[config.mk]
export PLATFORM = sky130hd
export DESIGN_NAME = spi_bytes_to_packets
export DESIGN_NICKNAME = d
export VERILOG_FILES = /design/src/rtl/spi_bytes_to_packets.sv
export SDC_FILE = /design/constraint.sdc
export NUM_CORES = 1
export LEC_CHECK = 0
export CAP_MARGIN = 20
export CELL_PAD_IN_SITES_DETAIL_PLACEMENT = 0
export CELL_PAD_IN_SITES_GLOBAL_PLACEMENT = 1
export CORE_MARGIN = 2
export CORE_UTILIZATION = 38
export DETAILED_ROUTE_END_ITERATION = 10
export PLACE_DENSITY = 0.79
export SETUP_SLACK_MARGIN = 0.02
export SYNTH_ARGS = -nofsm -noshare
export SYNTH_HDL_FRONTEND = slang
export SYNTH_SLANG_ARGS = --single-unit
[constraint.sdc]
create_clock -name sysclk -period 1.9 [get_ports sysclk]
set_input_delay 0.57 -clock sysclk [delete_from_list [all_inputs] [get_ports sysclk]]
set_output_delay 0.57 -clock sysclk [all_outputs]
set_load 0.02 [all_outputs]
[src/rtl/spi_bytes_to_packets.sv]
// spi_bytes_to_packets: decodes the SPI PHY byte stream into Avalon-ST packets.
// Optional macro SPI_B2P_PKT_ERR_EN adds SOP/EOP framing checks on pkt_err.
module spi_bytes_to_packets #(
    parameter int CHANNEL_WIDTH = 8
) (
    input  logic                     sysclk,
    input  logic                     reset,
    input  logic [7:0]               in_data,
    input  logic                     in_valid,
    output logic                     in_ready,
    output logic [7:0]               out_data,
    output logic                     out_valid,
    input  logic                     out_ready,
    output logic                     out_startofpacket,
    output logic                     out_endofpacket,
    output logic [CHANNEL_WIDTH-1:0] out_channel,
    output logic                     pkt_err,
    input  logic                     err_clr
);
    localparam logic [7:0] SOP = 8'h7A;
    localparam logic [7:0] EOP = 8'h7B;
    localparam logic [7:0] CHN = 8'h7C;
    localparam logic [7:0] ESC = 8'h7D;

    logic                     r_sop_pend;
    logic                     r_eop_pend;
    logic                     r_chan_pend;
    logic                     r_esc_pend;
    logic [CHANNEL_WIDTH-1:0] r_chan;
    logic                     w_accept;
    logic                     w_ctrl;
    logic                     w_emit;
    logic [7:0]               w_lit;

    // Single output register without skid: take a byte only when the slot is free or draining.
    assign in_ready = ~out_valid | out_ready;
    assign w_accept = in_valid & in_ready;
    // An escaped byte is never a control byte, whatever its value.
    assign w_ctrl   = ~r_esc_pend & (in_data >= SOP) & (in_data <= ESC);
    assign w_lit    = r_esc_pend ? in_data ^ 8'h20 : in_data;
    assign w_emit   = w_accept & ~w_ctrl & ~r_chan_pend;

    // Control-byte decoding, channel loading and the output register.
    always_ff @(posedge sysclk or posedge reset) begin
        if (reset) begin
            r_sop_pend        <= 1'b0;
            r_eop_pend        <= 1'b0;
            r_chan_pend       <= 1'b0;
            r_esc_pend        <= 1'b0;
            r_chan            <= '0;
            out_data          <= 8'h00;
            out_valid         <= 1'b0;
            out_startofpacket <= 1'b0;
            out_endofpacket   <= 1'b0;
            out_channel       <= '0;
        end else begin
            if (out_ready)
                out_valid <= 1'b0;
            if (w_accept) begin
                r_esc_pend <= w_ctrl & (in_data == ESC);
                if (w_ctrl) begin
                    if (in_data == SOP) r_sop_pend  <= 1'b1;
                    if (in_data == EOP) r_eop_pend  <= 1'b1;
                    if (in_data == CHN) r_chan_pend <= 1'b1;
                end else if (r_chan_pend) begin
                    r_chan      <= w_lit[CHANNEL_WIDTH-1:0];
                    r_chan_pend <= 1'b0;
                end else begin
                    out_data          <= w_lit;
                    out_valid         <= 1'b1;
                    out_startofpacket <= r_sop_pend;
                    out_endofpacket   <= r_eop_pend;
                    out_channel       <= r_chan;
                    r_sop_pend        <= 1'b0;
                    r_eop_pend        <= 1'b0;
                end
            end
        end
    end

`ifdef SPI_B2P_PKT_ERR_EN
    logic r_in_packet;
    logic w_err;

    // Data outside a packet, or a new SOP inside one, is a framing error.
    assign w_err = w_emit & (r_sop_pend ? r_in_packet : ~r_in_packet);

    // Packet tracking and the sticky error flag; a fresh error beats err_clr.
    always_ff @(posedge sysclk or posedge reset) begin
        if (reset) begin
            r_in_packet <= 1'b0;
            pkt_err     <= 1'b0;
        end else begin
            if (w_emit)
                r_in_packet <= (r_in_packet | r_sop_pend) & ~r_eop_pend;
            if (w_err)
                pkt_err <= 1'b1;
            else if (err_clr)
                pkt_err <= 1'b0;
        end
    end
`else
    logic w_unused_err_clr;

    assign w_unused_err_clr = err_clr;
    assign pkt_err          = 1'b0;
`endif
endmodule

==> out/metrics.csv, run 1 <==
stage,metric,value,unit
run_status,status,completed,
placed_design,place_hpwl,2.52,mm
yosys,ys_ff_latch,31,
grt,grt_overflow_total,0,
grt,antenna_found_initial,0,
route,vias,1157,
timing,fin_tns_setup,0,ns
yosys,synth_edf_count,0,
yosys,yosys.area.top_type,dfrtp_1,
flow_run,cap_violations,0,
critical_path,rr_endpoint,r_chan[6]$_DFFE_PP0P_,
yosys,syn_inst,113,
route,wl,3.56,mm
grt,grt_pass1_wl,5.81,mm
placed_design,gp_congestion,0.918,
hold_path,whs_endpoint,out_channel[6]$_DFFE_PP0P_,
yosys,syn_area,1420,um^2
timing,min_period,1.84,ns
yosys,synthDistinctLibCells,36,
placed_design,port_buffers,31,
layout,drive_above_1_share,0.381,
critical_path,start_kind,input pin,
clock_tree,clkLatencyLatePin,0.28,ns
layout,multi_input_area,661,um^2
layout,fin_nets,188,
timing,clock_skew,0.00723,ns
hold_path,hold_start,out_channel[6]$_DFFE_PP0P_,
power,powerDensity,708,nW/um^2
critical_path,reg2reg_depth,3,
route,detail_route.first_pass.iterations,4,
layout,fillerInstances,304,
yosys,seq_area_frac_synth,0.546,
layout,regArea,776,um^2
yosys,yosys-top-cells-area,"dfrtp_1 (55%), mux2_2 (8.7%), mux2_4 (7.4%), nand2_1 (1.8%), a22oi_1 (1.6%)",
floorplan,rows,22,
timing,setup_viol,0,
timing,slew_violations,0,
power,ir_drop,0.381,mV
floorplan,core,3630,um^2
timing,finalWorstSetupSlack,0.0610,ns
yosys,ys_async_sr_fraction,1.00,
layout,n_antenna_cell,0,
power,p_leak,1.06,nW
yosys,synth_top_area_share,0.546,
critical_path,r2r-start,r_esc_pend$_DFFE_PP0P_,
critical_path,worstSetupPathType,in -> reg,
route,wl_per_cell,15.9,um
yosys,synthFlopType,dfrtp_1,
clock_tree,numCtsBuffers,5,
critical_path,cp-end-kind,register,
clock_tree,hold_buffers,0,
yosys,synth_warnings,0,
timing,rsz0062_at_grt,true,
route,drc,0,
timing,layout_worst_path_cycle_share,0.968,
clock_tree,clkSlewWorstSetupHoldPaths,0.06,ns
clock_tree,h-tree-depth,2,
floorplan,io-pin-count,34,
clock_tree,cts-root-buf,clkbuf_8,
timing,hold_viol,0,
clock_tree,cts_tree,done,
route,first_iter_violations,67,
timing,fmax,544,MHz
clock_tree,clock_path_buffers,2,
floorplan,initial_core_util,0.391,
yosys,synth_nets,126,
yosys,avgSynthCellArea,12.6,um^2
critical_path,r2r_slack,0.22,ns
hold_path,hold_class,reg -> reg,
critical_path,cp_max_fo,7,
placed_design,place_ws,-0.547,ns
layout,areaGrowthSynthToFinish,53.3,%
floorplan,die_w,65.2,um
route,ant_nets,0,
grt,grt_max_degree,32,
critical_path,required,2.06,ns
critical_path,critical_path_arrival,1.99,ns
hold_path,whs_path_depth,1,
grt,grt_usage,0.184,
route,viasPerCell,5.17,
yosys,yosys-top-cells-count,"dfrtp_1 (31), mux2_2 (11), mux2_4 (7), nand2_1 (7), inv_1 (6)",
grt,grt_pass1_vias,1194,
floorplan,die_h,65.2,um
yosys,yosysMostFrequentCell,dfrtp_1,
floorplan,die_area,4250,um^2
clock_tree,cts_sinks,31,
## per-stage QoR
stage | hold slack (ns) | power, W | utilization | instances | area [um^2]
2_1_floorplan | 0.454 | 0.000882 | - | 113 | 1440
3_3_place_gp | 0.482 | 0.00103 | 0.536 | 211 | 1950
3_5_place_dp | 0.492 | 0.00104 | 0.536 | 211 | 1950
4_1_cts | 0.507 | 0.00154 | 0.578 | 221 | 2100
5_1_grt | 0.524 | 0.00162 | 0.600 | 224 | 2180
6_report | 0.505 | 0.00154 | 0.600 | 224 | 2180
## area by class of cell
| cell class | instances | share of cell area |
|---|---|---|
| repair buffers | 60 | 0.265 |
| well taps | 48 | 0.0276 |
| multi-input cells | 71 | 0.303 |
| inverters | 6 | 0.0103 |
| flip-flops and latches | 31 | 0.356 |
| clock inverters | 1 | 0.00230 |
| clock buffers | 7 | 0.0350 |
## kinds of logic after synthesis
logic type	count (synthesis)	share of synthesized area
AOI/OAI and AO/OA	23	0.122
DFF	31	0.546
other	1	0.00264
buffers and inverters	11	0.0387
and+or+nand+nor	27	0.117
muxes	18	0.161
xor gates and xnor gates	2	0.0123
## where the power goes
part	switching (W)	total [W]	leakage [nW]	internal (W)
Combinational	0.000157	0.000330	0.612	0.000173
Clock	0.000232	0.000488	0.0422	0.000257
Sequential	0.0000244	0.000723	0.402	0.000699
## worst max-delay path: stages
cell and delay [ns]:
clkdlybuf4s15_1 0.21, nand3b_1 0.21, buf_6 0.15, nor4_4 0.29, nor2_4 0.11, buf_6 0.16
mux2_4 0.30
## what timing repair did
action | CTS | global route
gates cloned | 0 | 1
buffers inserted | 2 | 2
gates resized for setup | 20 | 13
pin swaps | 6 | 4
endpoints found under the setup margin | 26 | 25
## placed cells by master (no fill, tap or decap), types with 2 or more instances in the layout
cell	netlist	routed
inv_1	6	5
o311a_1	2	2
dlymetal6s2s_1	0	5
buf_6	1	4
nand2_1	7	7
mux2_4	7	11
dfrtp_1	31	31
a31oi_1	2	2
dlygate4sd2_1	0	4
nand3_1	2	2
o21ai_0	3	3
nor3_1	4	4
buf_4	1	24
nor2_1	2	2
a22oi_1	3	3
mux2_2	11	7
o22a_1	2	2
clkbuf_1	1	2
a41oi_1	2	2
o22ai_1	2	2
a21oi_1	3	3
clkdlybuf4s50_1	0	20
clkbuf_8	0	5
## how the worst max path moves through the flow
stage                     slack, ns        from                         end  cells after the start
after global placement        -0.47  in_data[1]     out_data[6]$_DFFE_PP0P_                      5
after global routing         -0.001  in_data[7]     out_data[4]$_DFFE_PP0P_                      7
after floorplan               -0.06  in_data[7]       r_chan[0]$_DFFE_PP0P_                      5
after CTS                     -0.03   out_ready                    in_ready                      4
final                          0.06  in_data[7]  out_channel[1]$_DFFE_PP0P_                      7
after detailed placement      -0.55  in_data[1]     out_data[3]$_DFFE_PP0P_                      5
## layer usage
metal,track usage,part of all wire
met5,0,0
met4,0.0859,0.016
met3,0.0479,0.034
met2,0.292,0.52
met1,0.235,0.43
## state kept, by name (all words and copies together), names as in the netlist
| signal | flops |
|---|---|
| out_data | 8 |
| r_eop_pend | 1 |
| r_chan | 8 |
| out_valid | 1 |
| out_channel | 8 |
| r_esc_pend | 1 |
| out_endofpacket | 1 |
| r_chan_pend | 1 |
| r_sop_pend | 1 |
| out_startofpacket | 1 |
(Power assumes the default switching activity.)
==> inputs of run 2 (changes only) <==
- CORE_UTILIZATION: 38 -> 43
- CTS_BUF_LIST: not set -> sky130_fd_sc_hd__clkbuf_8
- PLACE_DENSITY: 0.79 -> 0.88
- SETUP_SLACK_MARGIN: 0.02 -> 0.15
- clock period: 1.9 -> 2.2 ns (I/O delays scaled with it)
==> run 2 against run 1 <==
  * Count of clock-buffer cells in the layout decreased by 1
  * Non-clock buffer count shrank 3
  * Via count decreased by 0.43%
==> out/metrics.csv, run 2 (synthesized netlist as in run 1, its figures left out) <==
stage,metric,value,unit
run_status,status,completed,
critical_path,required,1.54,ns
floorplan,die_area,3780,um^2
layout,fin_util,0.691,
placed_design,place_hpwl,2.34,mm
timing,slew_violations,0,
timing,rsz0062_at_grt,true,
timing,hold_viol,0,
clock_tree,clock_path_buffers,2,
placed_design,port_buffers,31,
grt,grt_max_degree,32,
critical_path,worstSetupPathType,in -> out,
route,first_iter_violations,45,
floorplan,rows,20,
critical_path,critical_path_arrival,1.41,ns
timing,min_period,2.07,ns
route,detail_route.first_pass.iterations,4,
clock_tree,clkLatencyLatePin,0.28,ns
clock_tree,hold_buffers,0,
hold_path,whs_path_depth,1,
layout,drive_above_1_share,0.370,
clock_tree,numCtsBuffers,5,
layout,fillerInstances,231,
grt,grt_overflow_total,0,
layout,largestRegisters,"out_channel: 8 flops, out_data: 8 flops, r_chan: 8 flops",
hold_path,hold_class,reg -> reg,
route,ant_nets,0,
timing,finalWorstSetupSlack,0.135,ns
grt,grt_pass1_vias,1145,
clock_tree,clkSlewWorstSetupHoldPaths,0.07,ns
clock_tree,h-tree-depth,2,
timing,setup_viol,0,
critical_path,cp-end-kind,output pin,
placed_design,place_ws,-0.322,ns
layout,final_cell_mix,"dfrtp_1 (31), clkdlybuf4s50_1 (25), buf_4 (23), mux2_4 (11)",
power,ir_drop,0.430,mV
timing,layout_worst_path_cycle_share,0.939,
route,wl_per_cell,16.4,um
timing,fin_tns_setup,0,ns
layout,areaGrowthSynthToFinish,50.8,%
grt,grt_usage,0.213,
floorplan,die_w,61.5,um
timing,clock_skew,0.00621,ns
flow_run,cap_violations,0,
floorplan,initial_core_util,0.458,
grt,grt_pass1_wl,5.71,mm
clock_tree,cts_sinks,31,
layout,fin_area,2140,um^2
floorplan,die_h,61.5,um
critical_path,cp_max_fo,2,
layout,fin_nets,185,
layout,n_antenna_cell,0,
layout,layout_commonest_cell,dfrtp_1,
power,powerDensity,690,nW/um^2
critical_path,reg2reg_depth,5,
placed_design,placed_area,1920,um^2
floorplan,io-pin-count,34,
critical_path,start_kind,input pin,
route,wl,3.56,mm
clock_tree,cts-root-buf,clkbuf_8,
clock_tree,cts_tree,done,
power,p_leak,1.00,nW
route,drc,0,
timing,fmax,484,MHz
route,viasPerCell,5.31,
placed_design,gp_congestion,0.844,
grt,antenna_found_initial,0,
route,vias,1152,
floorplan,core,3100,um^2
## run 2: metrics by stage
step	std cells	power, W	hold slack [ns]
3_5_place_dp	204	0.000892	0.477
3_3_place_gp	204	0.000885	0.480
4_1_cts	216	0.00148	0.493
2_1_floorplan	113	0.000762	0.454
6_report	217	0.00148	0.490
5_1_grt	217	0.00154	0.529
## run 2: timing repair
action                     CTS  global route
buffers inserted             4             1
resized for setup           16             8
pin swaps                    4             3
setup endpoints to repair   21            14
## run 2: worst paths after layout
check                      slack, ns                    endpoint                    start
max                             0.13                    in_ready                out_ready
max reg2reg                     0.58     out_data[6]$_DFFE_PP0P_  r_chan_pend$_DFFE_PP0P_
min                             0.49      r_sop_pend$_DFFE_PP0P_   r_sop_pend$_DFFE_PP0P_
min in group asynchronous       0.76     out_data[4]$_DFFE_PP0P_                    reset
max in group asynchronous       1.17  out_channel[5]$_DFFE_PP0P_                    reset
min reg2reg                     0.49      r_sop_pend$_DFFE_PP0P_   r_sop_pend$_DFFE_PP0P_
## run 2: final cells by class
type                            count  area, um^2  area share
Inverter                            6        22.5      0.0105
Sequential cell                    31         776       0.362
Timing Repair Buffer               57         524       0.245
Tap cell                           44        55.1      0.0257
Clock buffer                        6        82.6      0.0385
Multi-Input combinational cell     71         648       0.302
Clock inverter                      2        35.0      0.0163
## run 2: metal layers
| layer | wire [um] | vias up | track usage |
|---|---|---|---|
| li1 | - | 529 | - |
| met1 | 1470 | 573 | 0.281 |
| met2 | 1810 | 43 | 0.328 |
| met3 | 202 | 7 | 0.0567 |
| met4 | 74 | 0 | 0.100 |
| met5 | 0 | - | 0 |
## run 2: power breakdown
group / leakage (nW) / internal (W) / switching [W]
Sequential: 0.402 / 0.000604 / 0.0000216
Clock: 0.0612 / 0.000366 / 0.000210
Combinational: 0.537 / 0.000143 / 0.000135
Total: 1.00 / 0.00111 / 0.000366
## run 2: worst max-delay path, stage by stage
cell	delay, ns
clkdlybuf4s50_1	0.41
nor2b_2	0.15
inv_2	0.05
buf_6	0.12
==> inputs of run 3 (changes only) <==
- CORE_MARGIN: 2 -> not set
- CORE_UTILIZATION: 43 -> 41
- CTS_BUF_LIST: sky130_fd_sc_hd__clkbuf_8 -> not set
- PLACE_DENSITY: 0.88 -> 0.92
==> run 3 against run 2 <==
  * Worst setup slack improved by 0.051 ns
  * Cell count rose by 1.8%
  * First-iteration DRC count rose by 29%
  * Highest routed layer unchanged
  * Largest cell class unchanged
  * Sequential power barely moved
  * Hold slack improved by 0.021 ns
==> out/metrics.csv, run 3 (synthesized netlist as in run 1, its figures left out) <==
stage,metric,value,unit
hold_path,hold_class,reg -> reg,
layout,final-instance-count-excl-fill,221,
route,wl_per_cell,15.9,um
hold_path,whs_path_depth,1,
floorplan,initial_core_util,0.426,
placed_design,place_inst,208,
power,p_sw_frac,0.258,
clock_tree,cts_sinks,31,
layout,fin_nets,187,
timing,layout_worst_path_cycle_share,0.915,
route,wl,3.51,mm
flow_run,cap_violations,0,
critical_path,reg2reg_depth,8,
power,switchingPower,0.000351,W
grt,grt_pass1_wl,5.43,mm
power,internal-power,0.00101,W
placed_design,gp_congestion,0.875,
layout,n_antenna_cell,0,
clock_tree,clock_path_buffers,2,
critical_path,start_kind,input pin,
layout,layout_commonest_cell,dfrtp_1,
timing,clock_skew,0.00831,ns
floorplan,io-pin-count,34,
layout,areaGrowthSynthToFinish,48.2,%
power,ir_drop,0.532,mV
power,pwr-share-clk,0.341,
critical_path,worstSetupPathType,in -> reg,
timing,setup_viol,0,
grt,grt_max_degree,32,
placed_design,port_buffers,31,
grt,grt_usage,0.213,
timing,fin_tns_setup,0,ns
critical_path,r2r_slack,0.46,ns
floorplan,die_h,60.9,um
grt,antenna_found_initial,0,
critical_path,required,2.42,ns
critical_path,critical_path_arrival,2.24,ns
timing,hold_viol,0,
route,detail_route.first_pass.iterations,4,
route,vias,1132,
floorplan,core,3340,um^2
power,combPwrFrac,0.200,
clock_tree,h-tree-depth,2,
layout,final_cell_mix,"dfrtp_1 (31), buf_4 (27), clkdlybuf4s50_1 (25), mux2_4 (11)",
grt,grt_overflow_total,0,
layout,fillerInstances,286,
clock_tree,numCtsBuffers,5,
power,seq_power_share,0.459,
power,p_leak,1.01,nW
critical_path,cp-end-kind,register,
floorplan,die_area,3710,um^2
clock_tree,cts_tree,done,
timing,slew_violations,0,
route,viasPerCell,5.12,
floorplan,rows,21,
timing,fmax,497,MHz
timing,min_period,2.01,ns
route,first_iter_violations,58,
layout,largestRegisters,"out_channel: 8 flops, out_data: 8 flops, r_chan: 8 flops",
placed_design,place_hpwl,2.48,mm
run_status,status,completed,
clock_tree,clkSlewWorstSetupHoldPaths,0.10,ns
clock_tree,clkLatencyLatePin,0.33,ns
power,powerDensity,648,nW/um^2
floorplan,die_w,60.9,um
clock_tree,cts-root-buf,clkbuf_4,
layout,drive_above_1_share,0.354,
timing,rsz0062_at_grt,false,
grt,grt_pass1_vias,1133,
route,drc,0,
route,ant_nets,0,
critical_path,cp_max_fo,6,
[run 3: stage by stage]
step           setup slack (ns)  hold WS (ns)  utilization  power [W]  area [um^2]
4_1_cts                  0.0877         0.517        0.623    0.00137         2080
2_1_floorplan             0.146         0.454            -   0.000762         1440
3_5_place_dp             -0.337         0.492        0.580   0.000900         1940
3_3_place_gp             -0.293         0.478        0.580   0.000889         1940
6_report                  0.186         0.511        0.631    0.00136         2110
5_1_grt                   0.154         0.530        0.631    0.00143         2110
[run 3: final cells by class]
cell class,instances,area (um^2),area share
Sequential cell,31,776,0.368
Multi-Input combinational cell,71,624,0.296
Timing Repair Buffer,59,539,0.256
Tap cell,46,57.6,0.0273
Clock buffer,6,51.3,0.0244
Clock inverter,2,35.0,0.0166
Inverter,6,22.5,0.0107
[run 3: layer usage]
| metal | track usage | vias to the layer above | wire [um] |
|---|---|---|---|
| li1 | - | 536 | - |
| met1 | 0.255 | 551 | 1540 |
| met2 | 0.336 | 34 | 1740 |
| met3 | 0.0746 | 11 | 118 |
| met4 | 0.117 | 0 | 112 |
| met5 | 0 | - | 0 |
[run 3: power by group through the flow]
stage          sequential [W]  clock [W]  combinational [W]
3_5_place_dp         0.000637          0           0.000262
3_3_place_gp         0.000633          0           0.000257
5_1_grt              0.000629   0.000508           0.000291
6_report             0.000626   0.000466           0.000273
2_1_floorplan        0.000667          0          0.0000943
4_1_cts              0.000626   0.000478           0.000271
[run 3: worst paths after layout]
path | startpoint | end
worst max-delay path | in_data[5] | r_chan[0]$_DFFE_PP0P_
worst min-delay path | r_chan[7]$_DFFE_PP0P_ | r_chan[7]$_DFFE_PP0P_
worst max register to register | out_valid$_DFF_PP0_ | out_channel[5]$_DFFE_PP0P_
worst min register to register | r_chan[7]$_DFFE_PP0P_ | r_chan[7]$_DFFE_PP0P_
max in group asynchronous | reset | out_data[7]$_DFFE_PP0P_
min in group asynchronous | reset | out_channel[3]$_DFFE_PP0P_
[run 3: critical path, cell delays in order]
cell	delay (ns)
clkdlybuf4s50_1	0.48
nand2_1	0.08
or3_4	0.39
o21ai_4	0.28
mux2_4	0.34
[run 3: what timing repair did]
item,in CTS,in global routing
hold buffers,0,0
setup buffers,4,1
endpoints found under the setup margin,21,7
resized for setup,11,6
pin swaps,2,1
